$ cat src/rtl/present_round_state_reg_if.sv
// present_round_state_reg_if
//   Groups the handshake and data signals of the PRESENT round-state register.
//   Ports (all carried as interface members):
//     in_valid/in_ready/in_data      : plaintext load handshake
//     stall                          : freezes RUN progress
//     round_data                     : next state from the external round function
//     state_q/round_cnt              : registered state and round number to the round function
//     busy                           : block is iterating rounds
//     out_valid/out_ready/out_data   : result hand-off handshake
//   master = plaintext source / round function / consumer side; slave = the register block.
interface present_round_state_reg_if #(
  parameter int WIDTH = 64,
  parameter int CNT_W = 5
);
  logic             in_valid;
  logic             in_ready;
  logic [WIDTH-1:0] in_data;
  logic             stall;
  logic [WIDTH-1:0] round_data;
  logic [WIDTH-1:0] state_q;
  logic [CNT_W-1:0] round_cnt;
  logic             busy;
  logic             out_valid;
  logic             out_ready;
  logic [WIDTH-1:0] out_data;

  modport master (
    output in_valid, in_data, stall, round_data, out_ready,
    input  in_ready, state_q, round_cnt, busy, out_valid, out_data
  );

  modport slave (
    input  in_valid, in_data, stall, round_data, out_ready,
    output in_ready, state_q, round_cnt, busy, out_valid, out_data
  );
endinterface

$ cat src/rtl/present_round_state_reg.sv
// present_round_state_reg
//   Holds the PRESENT cipher state across iterative rounds: loads a plaintext
//   in IDLE, applies the external round function ROUNDS times in RUN (freezable
//   by stall), and presents the final state in DONE until the consumer takes it.
//   Ports:
//     clk  : rising-edge clock
//     rst  : synchronous active-high reset
//     bus  : slave side of present_round_state_reg_if (handshakes, state, round counter)
//   All outputs are decoded from registers only.
module present_round_state_reg #(
  parameter int WIDTH  = 64,
  parameter int ROUNDS = 31,
  parameter int CNT_W  = 5
) (
  input  logic                      clk,
  input  logic                      rst,
  present_round_state_reg_if.slave  bus
);

  // Counter must reach ROUNDS without wrapping.
  if (ROUNDS < 1 || (64'd1 << CNT_W) <= 64'(ROUNDS)) begin : g_param_check
    $error("present_round_state_reg: need ROUNDS >= 1 and 2**CNT_W > ROUNDS");
  end

  typedef enum logic [1:0] {
    IDLE,
    RUN,
    DONE
  } fsm_e;

  fsm_e             fsm_q, fsm_d;
  logic [WIDTH-1:0] state_q, state_d;
  logic [CNT_W-1:0] round_cnt_q, round_cnt_d;

  always_ff @(posedge clk) begin
    if (rst) begin
      fsm_q       <= IDLE;
      state_q     <= '0;
      round_cnt_q <= '0;
    end else begin
      fsm_q       <= fsm_d;
      state_q     <= state_d;
      round_cnt_q <= round_cnt_d;
    end
  end

  always_comb begin
    fsm_d       = fsm_q;
    state_d     = state_q;
    round_cnt_d = round_cnt_q;
    unique case (fsm_q)
      IDLE: begin
        if (bus.in_valid) begin
          state_d     = bus.in_data;
          round_cnt_d = CNT_W'(1);
          fsm_d       = RUN;
        end
      end
      RUN: begin
        if (!bus.stall) begin
          state_d = bus.round_data;
          // The last round leaves the counter at ROUNDS so it never wraps.
          if (round_cnt_q == CNT_W'(ROUNDS)) begin
            fsm_d = DONE;
          end else begin
            round_cnt_d = round_cnt_q + CNT_W'(1);
          end
        end
      end
      DONE: begin
        if (bus.out_ready) begin
          round_cnt_d = '0;
          fsm_d       = IDLE;
        end
      end
      default: fsm_d = IDLE;
    endcase
  end

  assign bus.in_ready  = (fsm_q == IDLE);
  assign bus.busy      = (fsm_q == RUN);
  assign bus.out_valid = (fsm_q == DONE);
  assign bus.state_q   = state_q;
  assign bus.round_cnt = round_cnt_q;
  assign bus.out_data  = state_q;

endmodule

$ cat src/flat_wrapper.sv
// flat-port wrapper written by rule: the top's interface ports become plain ports
module present_round_state_reg_flat 
#(
  parameter int WIDTH  = 64,
  parameter int ROUNDS = 31,
  parameter int CNT_W  = 5
)
  (clk, rst, bus_in_valid, bus_in_data, bus_stall, bus_round_data, bus_out_ready, bus_in_ready, bus_state_q, bus_round_cnt, bus_busy, bus_out_valid, bus_out_data);
  present_round_state_reg_if #(.WIDTH(WIDTH), .CNT_W(CNT_W)) bus_i ();
  input  logic clk;
  input  logic rst;
  input wire logic [$bits(bus_i.in_valid)-1:0] bus_in_valid;
  input wire logic [$bits(bus_i.in_data)-1:0] bus_in_data;
  input wire logic [$bits(bus_i.stall)-1:0] bus_stall;
  input wire logic [$bits(bus_i.round_data)-1:0] bus_round_data;
  input wire logic [$bits(bus_i.out_ready)-1:0] bus_out_ready;
  output wire logic [$bits(bus_i.in_ready)-1:0] bus_in_ready;
  output wire logic [$bits(bus_i.state_q)-1:0] bus_state_q;
  output wire logic [$bits(bus_i.round_cnt)-1:0] bus_round_cnt;
  output wire logic [$bits(bus_i.busy)-1:0] bus_busy;
  output wire logic [$bits(bus_i.out_valid)-1:0] bus_out_valid;
  output wire logic [$bits(bus_i.out_data)-1:0] bus_out_data;
  assign bus_i.in_valid = bus_in_valid;
  assign bus_i.in_data = bus_in_data;
  assign bus_i.stall = bus_stall;
  assign bus_i.round_data = bus_round_data;
  assign bus_i.out_ready = bus_out_ready;
  assign bus_in_ready = bus_i.in_ready;
  assign bus_state_q = bus_i.state_q;
  assign bus_round_cnt = bus_i.round_cnt;
  assign bus_busy = bus_i.busy;
  assign bus_out_valid = bus_i.out_valid;
  assign bus_out_data = bus_i.out_data;
  present_round_state_reg #(.WIDTH(WIDTH), .ROUNDS(ROUNDS), .CNT_W(CNT_W)) u_core (.clk(clk), .rst(rst), .bus(bus_i));
endmodule
$ cat config.mk
export PLATFORM = sky130hd
export DESIGN_NAME = present_round_state_reg_flat
export DESIGN_NICKNAME = d
export VERILOG_FILES = /design/src/rtl/present_round_state_reg_if.sv /design/src/rtl/present_round_state_reg.sv /design/src/flat_wrapper.sv
export SDC_FILE = /design/constraint.sdc
export NUM_CORES = 1
export LEC_CHECK = 0
export ABC_CLOCK_PERIOD_IN_PS = 2300
export BUFFER_PORTS_ARGS = -buffer_cell sky130_fd_sc_hd__buf_4
export CAP_MARGIN = 25
export CORE_AREA = 2 2 104 106
export CTS_BUF_LIST = sky130_fd_sc_hd__clkbuf_8
export CTS_CLUSTER_DIAMETER = 80
export DETAILED_ROUTE_END_ITERATION = 8
export DIE_AREA = 0 0 106 108
export HOLD_SLACK_MARGIN = 0.1
export PLACE_DENSITY_LB_ADDON = 0.08
export SETUP_SLACK_MARGIN = 0.02
export SLEW_MARGIN = 20
export SYNTH_ARGS = -nofsm -noshare
export SYNTH_HDL_FRONTEND = slang
export SYNTH_SLANG_ARGS = --single-unit
export TNS_END_PERCENT = 1
$ cat constraint.sdc
create_clock -name clk -period 2.3 [get_ports clk]
set_clock_uncertainty 0.05 [all_clocks]
set_input_delay 0.23 -clock clk [delete_from_list [all_inputs] [get_ports clk]]
set_output_delay 0.23 -clock clk [all_outputs]
set_load 0.05 [all_outputs]
==> run metrics <==
status=complete, no violations; share of total power in combinational logic=60.5%; CP Data Required Time=2500 ps; Die Y=108 µm; fmax=0.4715 GHz; Leakage=0.002637 µW; vias in the first global route=3243; Int Power=3126 µW; number of diodes=0; Max-Cap Viols=0; fin crit share=92.22%; total core area=10230 µm²; total power=6498 µW; I/O Buffers=268; Syn-to-layout area delta=48.99%; Ys Warns=0; initial antenna violation count=0; part of the power in registers=26.9%; VDD IR max=519.2 µV; final net count=735; CTS tree=built; number of synthesized register bits=71; Worst EP arrival=2320 ps; register area share after synthesis=38.07%; Vias=3427; initial DRC count=113; CTS Buf Count=9; Slew headroom=57.63%; first-pass GRT wire length=16130 µm; switch share=51.89%; met2 Use GR=32.40%; Critical Path Start Type=register; Post-DRT Antenna Nets=0; clock share of power=12.6%; Starting Density=36.49%; Avg Cell Area, Syn=9.311 µm²; share of layout cells above drive strength 1=49.33%; GR Layer Usage met1=20.65%; GR Util All Layers=17.84%; hold crit path type=in2reg; total congestion overflow=0; Clock transition at path regs=80 ps; row cnt=37; Final Wtd Congestion=0.7990; # DRC=0; IO Count=269; largest net degree at the start of global routing=81; met3 GRT Util=4.099%; CP endpoint kind=register; busiest metal layer after global routing=met2; Vias/cell=4.656; Skew-Pair Late Insertion Delay=330 ps; RSZ-0062 raised after global routing=no; clock root cell=clkbuf_8; # resized after CTS=0; Netlist cell types=28; synthesized net count=540; Syn Inst Count=401; WL/cell=14.65 µm; final hold violations=0; TNS Setup=0 ps; post-layout min period=2121 ps; setup violators final=0; Worst Path Max Fanout=6; hpwl dp=8192 µm; maximum clock path buffer count=2; Die X=106 µm; First-pass DRT Iterations=4; cell area after synthesis=3734 µm²; Max Slew Vio Count=0; DIE AREA=11450 µm²; critical path type=reg2reg; Sw Pwr=3372 µW; drt total wl=10790 µm; H-tree depth=3; CTS Sinks=71; measured slew at the worst slew-check pin=635.5 ps; Pwr per Cell Area=1168 nW/µm²
[final timing paths]
path,start,end,slack [ps],depth (start not counted)
max,u_core.bus.round_cnt[0]$_SDFFE_PP0P_,u_core.bus.round_cnt[4]$_SDFFE_PP0P_,180,8
min,bus_in_data[27],u_core.bus.out_data[27]$_SDFFE_PP0P_,180,3
max reg2reg,u_core.bus.round_cnt[0]$_SDFFE_PP0P_,u_core.bus.round_cnt[4]$_SDFFE_PP0P_,180,8
min reg2reg,u_core.bus.round_cnt[4]$_SDFFE_PP0P_,u_core.bus.round_cnt[4]$_SDFFE_PP0P_,440,2
[cells in the final DEF, fill, tap and decap left out, types with 2 or more instances in the layout]
master      n
inv_1       8
clkinv_2    3
a21oi_1     3
a211oi_1   64
o21ai_0     3
dfxtp_1    71
ha_1        5
mux2i_1    67
buf_4     276
or3_1       2
clkbuf_8    9
nand2_1     3
nor2_1     67
nand2b_1    2
buf_12      2
[cell families after synthesis]
| logic type | count (synthesis) | synth area share (%) |
|---|---|---|
| compound gates | 76 | 15.25 |
| fa+ha+maj | 6 | 2.011 |
| buf+inv | 100 | 17.43 |
| flops | 71 | 38.07 |
| mux | 67 | 17.96 |
| simple gates | 81 | 9.283 |
[worst max-delay path, stage by stage (launching register included)]
cell	delay (ps)
dfxtp_1	360
ha_1	250
and3_1	190
ha_1	230
a21oi_4	180
nand4_4	120
buf_4	180
or3_1	340
a21oi_1	140
[flip-flops by register name (all words and copies together), names as in the netlist]
| register | cells |
|---|---|
| u_core.bus.out_data | 64 |
| u_core.bus.round_cnt | 5 |
| u_core.fsm_q | 2 |
[synth_stat cells, drive strengths merged]
library cell  count  area (µm²)
a41oi             1       8.760
nand4             2       27.53
nor2b             1       6.260
o211a             1       10.01
or4               1       7.510
mux2i            67       670.6
clkbuf            9       33.78
nand2b            2       12.51
nor2             67       251.5
ha                6       75.07
a21oi             4       31.28
o2111ai           1       8.760
o21ai             3       15.01
buf              85       594.3
a311oi            1       8.760
inv               6       22.52
or3               2       12.51
a211oi           64       480.5
a31oi             1       6.260
nand2             4       17.52
nor3              1       5.000
and3              1       6.260
dfxtp            71        1421
[final cells by class]
type                            count  area (µm²)
Timing Repair Buffer              278        2112
Tap cell                          136       170.2
Clock buffer                        9       123.9
Clock inverter                      6       31.28
Sequential cell                    71        1421
Multi-Input combinational cell    230        1682
Fill cell                         924        4668
Inverter                            6       22.52
[power groups by stage]
stage / Clock [µW] / Combinational [µW] / Sequential [µW]
after floorplan: 0 / 2220 / 2640
after global placement: 0 / 3930 / 1770
after detailed placement: 0 / 3950 / 1780
after CTS: 855 / 3950 / 1750
after global routing: 911 / 4130 / 1790
final: 817 / 3930 / 1750
[metrics by stage]
step                hold WS, ps  cells  instance area, µm²  worst slack, ps  utilization, %
global placement          432.6    718                5385            213.5           52.64
global route              171.6    736                5563            34.15           54.37
floorplan                 413.8    401                3734            52.49               -
detailed placement        436.5    718                5385            159.9           52.64
finish                    184.3    736                5563            179.0           54.37
CTS                       169.4    733                5540            115.8           54.15
[routing by layer]
metal | vias to the layer above | share of wire (%)
met5 | - | 0
met4 | 0 | 1.3
met3 | 13 | 8.0
met2 | 169 | 51
met1 | 1501 | 40
li1 | 1744 | -
[repair_timing]
item                                    in CTS  in global routing
buffers inserted                             0                  3
hold buffers                                 0                  0
endpoints found under the setup margin       0                  1
Note: power is estimated with default switching activity, not from simulation.
